--- config.mk ---
export PLATFORM = sky130hd
export DESIGN_NAME = jedro_2_regfile
export DESIGN_NICKNAME = d
export VERILOG_FILES = /design/src/rtl/jedro_2_pkg.sv /design/src/rtl/jedro_2_scoreboard.sv /design/src/rtl/jedro_2_regfile.sv
export SDC_FILE = /design/constraint.sdc
export NUM_CORES = 2
export LEC_CHECK = 0
export CAP_MARGIN = 40
export CORE_MARGIN = 2
export CORE_UTILIZATION = 31
export CTS_CLUSTER_SIZE = 30
export DETAILED_ROUTE_END_ITERATION = 10
export SYNTH_ARGS = -nofsm -noshare
export SYNTH_HDL_FRONTEND = slang
export SYNTH_SLANG_ARGS = --single-unit
--- constraint.sdc ---
create_clock -name clk_i -period 2.3 [get_ports clk_i]
set_input_delay 0.23 -clock clk_i [delete_from_list [all_inputs] [get_ports clk_i]]
set_output_delay 0.23 -clock clk_i [all_outputs]
set_load 0.1 [all_outputs]
--- src/rtl/jedro_2_pkg.sv ---
// jedro_2_pkg: shared types and constants for the jedro-2 register file.
// Holds the clear-engine state encoding, the default geometry and the
// helper that derives the register address width.
package jedro_2_pkg;

    localparam int DEFAULT_DATA_WIDTH = 32;
    localparam int DEFAULT_NUM_REGS   = 32;

    typedef enum logic [0:0] {
        IDLE  = 1'b0,
        CLEAR = 1'b1
    } clr_state_e;

    // Address bits needed to index num_regs registers (at least one bit)
    function automatic int reg_addr_width(input int num_regs);
        int w;
        w = $clog2(num_regs);
        if (w < 1) begin
            w = 1;
        end else begin
            w = w;
        end
        return w;
    endfunction

endpackage

--- src/rtl/jedro_2_scoreboard.sv ---
// jedro_2_scoreboard: per-register pending-write bits.
// A set marks a register as waiting for writeback, a clear retires it, and
// flush wipes every bit. Bit 0 (x0) can never become pending. When set and
// clear hit the same register in one cycle, set wins.
module jedro_2_scoreboard
    import jedro_2_pkg::*;
#(
    parameter int NUM_REGS       = DEFAULT_NUM_REGS,
    parameter int NUM_RP         = 2,
    parameter int REG_ADDR_WIDTH = reg_addr_width(NUM_REGS)
) (
    input  logic                             clk_i,
    input  logic                             rstn_i,
    input  logic                             set_i,
    input  logic [REG_ADDR_WIDTH-1:0]        set_addr_i,
    input  logic                             clr_i,
    input  logic [REG_ADDR_WIDTH-1:0]        clr_addr_i,
    input  logic                             flush_i,
    input  logic [NUM_RP*REG_ADDR_WIDTH-1:0] lookup_addr_i,
    output logic [NUM_RP-1:0]                lookup_busy_o
);

    logic [NUM_REGS-1:0] r_busy;

    // Pending bits: flush has top priority, then clear, then set (set wins)
    always_ff @(posedge clk_i or negedge rstn_i) begin
        if (!rstn_i) begin
            r_busy <= '0;
        end else if (flush_i) begin
            r_busy <= '0;
        end else begin
            if (clr_i) begin
                r_busy[clr_addr_i] <= 1'b0;
            end
            if (set_i && (set_addr_i != '0)) begin
                r_busy[set_addr_i] <= 1'b1;
            end
        end
    end

    // Combinational lookup of the pending bit for every read port
    always_comb begin
        lookup_busy_o = '0;
        for (int k = 0; k < NUM_RP; k++) begin
            if (lookup_addr_i[k*REG_ADDR_WIDTH +: REG_ADDR_WIDTH] == '0) begin
                lookup_busy_o[k] = 1'b0;
            end else begin
                lookup_busy_o[k] = r_busy[lookup_addr_i[k*REG_ADDR_WIDTH +: REG_ADDR_WIDTH]];
            end
        end
    end

endmodule

--- src/rtl/jedro_2_regfile.sv ---
// jedro_2_regfile: integer register file of the jedro-2 core.
// NUM_RP combinational read ports, one write port, a pending-write
// scoreboard and a sequential bulk-clear engine. x0 always reads zero.
// Optional feature: define JEDRO_2_REGFILE_BYPASS_EN to forward an accepted
// write to matching read ports in the same cycle.
module jedro_2_regfile
    import jedro_2_pkg::*;
#(
    parameter int DATA_WIDTH     = DEFAULT_DATA_WIDTH,
    parameter int NUM_REGS       = DEFAULT_NUM_REGS,
    parameter int NUM_RP         = 2,
    parameter int REG_ADDR_WIDTH = reg_addr_width(NUM_REGS)
) (
    input  logic                             clk_i,
    input  logic                             rstn_i,
    input  logic [NUM_RP*REG_ADDR_WIDTH-1:0] rp_addr_i,
    output logic [NUM_RP*DATA_WIDTH-1:0]     rp_data_co,
    output logic [NUM_RP-1:0]                rp_busy_co,
    input  logic [REG_ADDR_WIDTH-1:0]        wpc_addr_i,
    input  logic [DATA_WIDTH-1:0]            wpc_data_i,
    input  logic                             wpc_we_i,
    input  logic                             sb_set_i,
    input  logic [REG_ADDR_WIDTH-1:0]        sb_addr_i,
    input  logic                             clr_req_i,
    output logic                             clr_busy_o,
    output logic                             clr_done_o
);

    localparam logic [REG_ADDR_WIDTH-1:0] LAST_REG = REG_ADDR_WIDTH'(NUM_REGS - 1);

    logic [DATA_WIDTH-1:0]     r_regs [NUM_REGS];
    clr_state_e                r_state;
    logic [REG_ADDR_WIDTH-1:0] r_cnt;
    logic                      r_busy;
    logic                      r_done;

    logic                      w_idle;
    logic                      w_wr_acc;
    logic                      w_set_acc;
    logic                      w_flush;
    logic [NUM_RP-1:0]         w_sb_busy;

    assign w_idle    = (r_state == IDLE);
    assign w_wr_acc  = wpc_we_i && (wpc_addr_i != '0) && w_idle;
    assign w_set_acc = sb_set_i && (sb_addr_i != '0) && w_idle;
    assign w_flush   = w_idle && clr_req_i;

    assign clr_busy_o = r_busy;
    assign clr_done_o = r_done;

    // Clear engine: walk x1..x(NUM_REGS-1), then pulse done for one cycle
    always_ff @(posedge clk_i or negedge rstn_i) begin
        if (!rstn_i) begin
            r_state <= IDLE;
            r_cnt   <= '0;
            r_busy  <= 1'b0;
            r_done  <= 1'b0;
        end else begin
            case (r_state)
                IDLE: begin
                    r_done <= 1'b0;
                    if (clr_req_i) begin
                        r_state <= CLEAR;
                        r_cnt   <= REG_ADDR_WIDTH'(1);
                        r_busy  <= 1'b1;
                    end
                end
                CLEAR: begin
                    if (r_cnt == LAST_REG) begin
                        r_state <= IDLE;
                        r_cnt   <= '0;
                        r_busy  <= 1'b0;
                        r_done  <= 1'b1;
                    end else begin
                        r_cnt <= r_cnt + REG_ADDR_WIDTH'(1);
                    end
                end
                default: begin
                    r_state <= IDLE;
                    r_cnt   <= '0;
                    r_busy  <= 1'b0;
                    r_done  <= 1'b0;
                end
            endcase
        end
    end

    // Register storage: the clear engine owns the array while active
    always_ff @(posedge clk_i or negedge rstn_i) begin
        if (!rstn_i) begin
            for (int i = 0; i < NUM_REGS; i++) begin
                r_regs[i] <= '0;
            end
        end else if (r_state == CLEAR) begin
            r_regs[r_cnt] <= '0;
        end else if (w_wr_acc) begin
            r_regs[wpc_addr_i] <= wpc_data_i;
        end
    end

    jedro_2_scoreboard #(
        .NUM_REGS       (NUM_REGS),
        .NUM_RP         (NUM_RP),
        .REG_ADDR_WIDTH (REG_ADDR_WIDTH)
    ) u_scoreboard (
        .clk_i         (clk_i),
        .rstn_i        (rstn_i),
        .set_i         (w_set_acc),
        .set_addr_i    (sb_addr_i),
        .clr_i         (w_wr_acc),
        .clr_addr_i    (wpc_addr_i),
        .flush_i       (w_flush),
        .lookup_addr_i (rp_addr_i),
        .lookup_busy_o (w_sb_busy)
    );

    // Read ports: stored value (x0 forced to zero), optionally write-forwarded
    always_comb begin
        rp_data_co = '0;
        rp_busy_co = '0;
        for (int k = 0; k < NUM_RP; k++) begin
            if (rp_addr_i[k*REG_ADDR_WIDTH +: REG_ADDR_WIDTH] == '0) begin
                rp_data_co[k*DATA_WIDTH +: DATA_WIDTH] = '0;
                rp_busy_co[k] = 1'b0;
`ifdef JEDRO_2_REGFILE_BYPASS_EN
            end else if (w_wr_acc && (rp_addr_i[k*REG_ADDR_WIDTH +: REG_ADDR_WIDTH] == wpc_addr_i)) begin
                rp_data_co[k*DATA_WIDTH +: DATA_WIDTH] = wpc_data_i;
                rp_busy_co[k] = w_set_acc && (sb_addr_i == wpc_addr_i);
`endif
            end else begin
                rp_data_co[k*DATA_WIDTH +: DATA_WIDTH] = r_regs[rp_addr_i[k*REG_ADDR_WIDTH +: REG_ADDR_WIDTH]];
                rp_busy_co[k] = w_sb_busy[k];
            end
        end
    end

endmodule
Word level (Yosys, flattened, before mapping)
Index checks and enable logic that the tools add are counted.

storage, ports and cells
  register bits = 1064
  bits in latches = 0
  RAM bits = 0
  bits in read-only memories = 0
  input port bits = 57
  output and inout bits = 68
  word-level logic and storage cells = 119
  memories = 0

operators by class
  add/sub/neg operators = 1
  $mul = 0
  divide/modulo/power cells = 0
  $lt $le $gt $ge = 12
  eq/ne operators = 3
  shift-type cells = 0
  mux-type cells = 40
  bitwise gates (word level) = 10
  reductions and logical operators = 16

operators by type and width
  kind                                                                                  number
  1024-bit 2-to-1 mux                                                                   2
  1024-bit bitwise AND                                                                  1
  1024-bit bitwise mux                                                                  1
  1024-bit NOT                                                                          1
  32-bit 2-to-1 mux                                                                     12
  32-bit binary-select mux with 5-bit select                                            2
  32-bit demux with 5-bit select                                                        2
  32-bit bitwise AND                                                                    1
  32-bit NOT                                                                            1
  32-bit bitwise OR                                                                     1
  6-bit greater-or-equal comparator (second input constant)                             4
  5-bit by 6-bit < comparator with 1-bit output (second input constant)                 4
  5-bit NOT with 6-bit output                                                           4
  6-bit by 1-bit < comparator with 1-bit output (second input constant)                 2
  1-bit 2-to-1 mux                                                                      11
  1-bit binary-select mux with 5-bit select                                             2
  1-bit demux with 5-bit select                                                         2
  5-bit by 1-bit greater-or-equal comparator with 1-bit output (second input constant)  2
  1-bit logical AND                                                                     10
  5-bit zero test                                                                       2
  5-bit 2-to-1 mux                                                                      2
  5-bit one-hot mux with 2 select lines                                                 1
  5-bit nonzero test                                                                    2
  1-bit one-hot mux with 2 select lines                                                 3
  other kinds (7)                                                                       7

Logic depth before layout (Yosys ltp)
  depth after elaboration = 11
  gate-level depth with buffers = 8
  mapped depth without buffers = 5

By module
Synthesis repeated with hierarchy kept, for this count alone.

unflattened totals
  cells, all modules = 4045
  area, all modules = 55029.0 µm²

modules (own cells, without submodules)
  module              times used  cells an instance  area an instance (µm²)  seq. area each (µm²)
  jedro_2_regfile     1           3808               52898.2                 25824.8
  jedro_2_scoreboard  1           237                2130.8                  800.8

Worst setup path after synthesis
No wires, ideal clock.

  kind = input-to-output
  start = in rp_addr_i[0]
  end = out rp_data_co[12]
  arrival = 3.762 ns
  required time = 2.070 ns
  setup slack = -1.692 ns
  stages = 7
  path buffers = 4
  cell sequence = buf_2 > inv_1 > buf_4 > buf_2 > clkbuf_1 > o2111ai_1 > a311oi_1

on the way
  word-level cells in the longest chain between the ends = 5
  elaborated cells between the ends (all ways) = 6
  classes of those cells = mux: 4; bitwise: 1; reduce/logical: 1

RTL lines
  item                                                  line                    source
  start, declared                                       jedro_2_regfile.sv:16   input logic [NUM_RP*REG_ADDR_WIDTH-1:0] rp_addr_i,
  5-bit NOT with 6-bit output (implied by the code)     jedro_2_regfile.sv:131  rp_data_co[k*DATA_WIDTH +: DATA_WIDTH] = r_regs[rp_addr_i[k*REG_ADDR_WIDTH +: REG_ADDR_WIDTH]];
  32-bit binary-select mux with 5-bit select            jedro_2_regfile.sv:131
  32-bit 2-to-1 mux (implied by the code) (2 in a row)  jedro_2_regfile.sv:131
  32-bit 2-to-1 mux *                                   jedro_2_regfile.sv:122  if (rp_addr_i[k*REG_ADDR_WIDTH +: REG_ADDR_WIDTH] == '0) begin
  end, declared                                         jedro_2_regfile.sv:17   output logic [NUM_RP*DATA_WIDTH-1:0] rp_data_co,

Mark *: on every way between the ends. The rest lies on a longest branch, timed or not. The select of a mux whose other input is x is not followed.

Final worst setup path
  start = reg r_regs[301] (netlist name)
  end = out rp_data_co[13]

on the way
  word-level cells in the longest chain between the ends = 4

RTL lines
  item                                                  line                    source
  start, declared                                       jedro_2_regfile.sv:31   logic [DATA_WIDTH-1:0] r_regs [NUM_REGS];
  start signal, assigned by index                       jedro_2_regfile.sv:97   r_regs[wpc_addr_i] <= wpc_data_i;
  32-bit binary-select mux with 5-bit select            jedro_2_regfile.sv:131
  32-bit 2-to-1 mux (implied by the code) (2 in a row)  jedro_2_regfile.sv:131
  32-bit 2-to-1 mux                                     jedro_2_regfile.sv:122

No other way between the ends. The select of a mux whose other input is x is not followed.

==> reports/qor.yml <==
syn_area_um2: 55400
place_congestion: 0.933
p_comb_frac: 0.249
synthTopCellsByCount: "dfrtp_1 (1064), a22o_1 (993), mux4_2 (462)"
dr_total_vias: 44315
cts_tree: "built"
p_int_w: 0.0370
drt-vias-per-instance: 6.40
rsz0062_at_grt: "true"
hold_path_class: "primary input to async pin"
regToRegSetupSlack_ns: 0.13
syn_area_per_cell_um2: 13.8
seq_power_share: 0.399
initial_utilization: 0.311
clkTransAtPathRegs_ns: 0.06
drt-wirelength-per-cell_um: 32.7
synth_warnings: 0
cts_num_sinks: 1064
crit_type: "flip-flop to primary output"
setup_violations: 66
crit_path_end_kind: "primary output"
die-area_um2: 182000
status: "finished, violations left"
p_leak_nw: 31.5
worst_slew_pin_slew_ns: 0.795
drt_iter0_drc: 5443
maxSlewHeadroom: 0.469
finClkSkew_ns: 0.0304
period_needed_ns: 2.80
r2r_end: "r_regs[970]$_DFFE_PN0P_"
synth_edf_count: 0
ant_nets: 0
clock_latency_ns: 0.75
synth-xor-area-share: 0.000316
die-width_um: 427
core_um2: 178000
yosys.area_share.adder: 0.00113
area_delta_synth_final_pct: 32.4
die-height_um: 427
critPathLaunchType: "flip-flop"
clockPowerShare: 0.352
fin_util: 0.412
failed_checks: "negative setup slack"
fmax_mhz: 357
nets: 4538
async_flop_share: 1.00
worst-path-max-fanout: 3
drt_wl_total_um: 226000
synthMostInstantiatedCell: "dfrtp_1"
first_pass_iters: 6
grt_pass1_vias: 44841
placementRows: 155
grt_overflow: 0
boundaryPins: 125
hold_viol_final: 0
cp.arrival_ns: 2.57
syn-instance-count: 4003
drive_gt1_frac: 0.429
synth_top_area_frac: 0.481
ys_seq_elements: 1064
track_usage: 0.245
yosysTopAreaCell: "dfrtp_1"
power.density_nw_per_um2: 740
antenna_found_initial: 4
drc: 0
swShare: 0.318
synth_nets: 4065
clock_path_buffers: 3
cts_max_level: 3
required_ns: 2.07
vdd_drop_max_v: 0.000596
cts_buffers: 109
whs_ns: 0.0512
cts_root_buffer: "clkbuf_16"
synthSimpleGateAreaFrac: 0.0325
synth-main-ff-cell: "dfrtp_1"
grt_pass1_wl_um: 329000
dpl.hpwl_um: 149000
ys_seq_area_frac: 0.481
synth_top_family_by_area: "multiplexers"
maxCapViolCount: 0
fin_ws_ns: -0.498
yosys-top-cells-area: "dfrtp_1 (48%), mux4_2 (19%), a22o_1 (16%)"
io_buffer_count: 124
synth_compound_area_frac: 0.216
ys_types: 62
r2r_cells: 6
final-max-slew-violation-count: 0
p_sw_w: 0.0173
r2r_start: "r_cnt[0]$_DFFE_PN0P_"
muxShareOfSynthArea: 0.225
grt_max_degree: 103
period_share: 1.22
## per-stage QoR
step / total power (W) / cells / area (µm²) / worst slack [ns] / setup TNS (ns)
after floorplan: 0.0285 / 4003 / 57400 / -0.0764 / -3.49
after global placement: 0.0345 / 6666 / 67300 / -0.446 / -29.85
after detailed placement: 0.0346 / 6670 / 67400 / -0.445 / -29.16
after CTS: 0.0540 / 6885 / 72700 / -0.496 / -25.90
after global routing: 0.0558 / 6922 / 73300 / -0.527 / -27.31
final: 0.0543 / 6922 / 73300 / -0.498 / -25.10
## worst max path at each step
stage               slack, ns             end                     from  depth (start not counted)
finish                  -0.50  rp_data_co[13]  r_regs[301]$_DFFE_PN0P_                          5
global route            -0.53  rp_data_co[33]  r_regs[897]$_DFFE_PN0P_                          6
CTS                     -0.50  rp_data_co[37]  r_regs[645]$_DFFE_PN0P_                          6
detailed placement      -0.44  rp_data_co[16]             rp_addr_i[0]                          8
global placement        -0.45  rp_data_co[10]             rp_addr_i[0]                          8
floorplan               -0.08  rp_data_co[11]             rp_addr_i[1]                          7
## what timing repair did
| action | in CTS | in global routing |
|---|---|---|
| setup buffers | 56 | 39 |
| endpoints found under the hold margin | 551 | 0 |
| gates resized for setup | 378 | 65 |
| pin swaps | 98 | 48 |
| endpoints found under the setup margin | 66 | 66 |
| hold buffers | 1 | 0 |
## cells by family (layout without fill, tap and decap cells)
| logic type | count (synthesis) | in the layout |
|---|---|---|
| buffers and inverters | 533 | 1096 |
| adders and majority gates | 5 | 5 |
| and+or+nand+nor | 285 | 285 |
| DFF | 1064 | 1064 |
| AOI/OAI and AO/OA | 1454 | 1454 |
| other | 0 | 1 |
| xor gates and xnor gates | 2 | 2 |
| muxes | 660 | 660 |
## cell usage in the layout, fill, tap and decap left out, types with 13 or more instances in the layout
cell type           n
a211oi_2           55
clkbuf_16         110
a311oi_4           66
a21oi_4            19
a22o_1            993
nor2b_4            36
a22oi_2            14
buf_12            243
mux2i_1           131
nor2_1             24
o21ai_1            35
nand2_1            50
a22oi_1            58
buf_4             559
o21ai_4            48
a21oi_1            16
nor2_4             14
dfrtp_1          1064
o2111ai_2          13
o21ai_0            15
clkbuf_1           15
mux2_4             61
nor2b_1            41
clkbuf_8           29
buf_6              25
o21ai_2            33
a221oi_2           48
clkdlybuf4s50_1    45
clkinv_2           17
mux4_2            462
and2_1             42
## cell type report
type                            instances  area, µm²
Timing Repair Buffer                  881       9920
Antenna cell                            1       2.50
Clock buffer                          154       3210
Clock inverter                         47        589
Inverter                               14       57.6
Tap cell                             2355       2950
Sequential cell                      1064      26600
Multi-Input combinational cell       2406      30000
Fill cell                           16038     105000
## critical path, stage by stage (launching register included)
cell and delay (ns):
dfrtp_1 0.37, mux2i_1 0.09, a221oi_2 0.28, o21ai_2 0.17, a311oi_4 0.65, buf_12 0.26
## state kept, by name, indices dropped and copies added, names as in the netlist
register	flops
r_regs	1024
r_cnt	5
r_state	1
u_scoreboard.r_busy	32
clr_done_o	1
clr_busy_o	1
## per-layer routing
metal / GRT usage / share of wire / wire (µm)
met3: 0.0551 / 0.098 / 22200
met4: 0.126 / 0.060 / 13500
met5: 0 / 0.00014 / 31
met1: 0.320 / 0.38 / 86600
met2: 0.381 / 0.46 / 104000
## power by group through the flow
stage	sequential [W]	combinational [W]	clock [W]
2_1_floorplan	0.0216	0.00696	0
3_3_place_gp	0.0218	0.0126	0
3_5_place_dp	0.0219	0.0128	0
4_1_cts	0.0216	0.0132	0.0193
5_1_grt	0.0218	0.0139	0.0200
6_report	0.0216	0.0135	0.0191
Note: power is estimated with default switching activity, not from simulation.
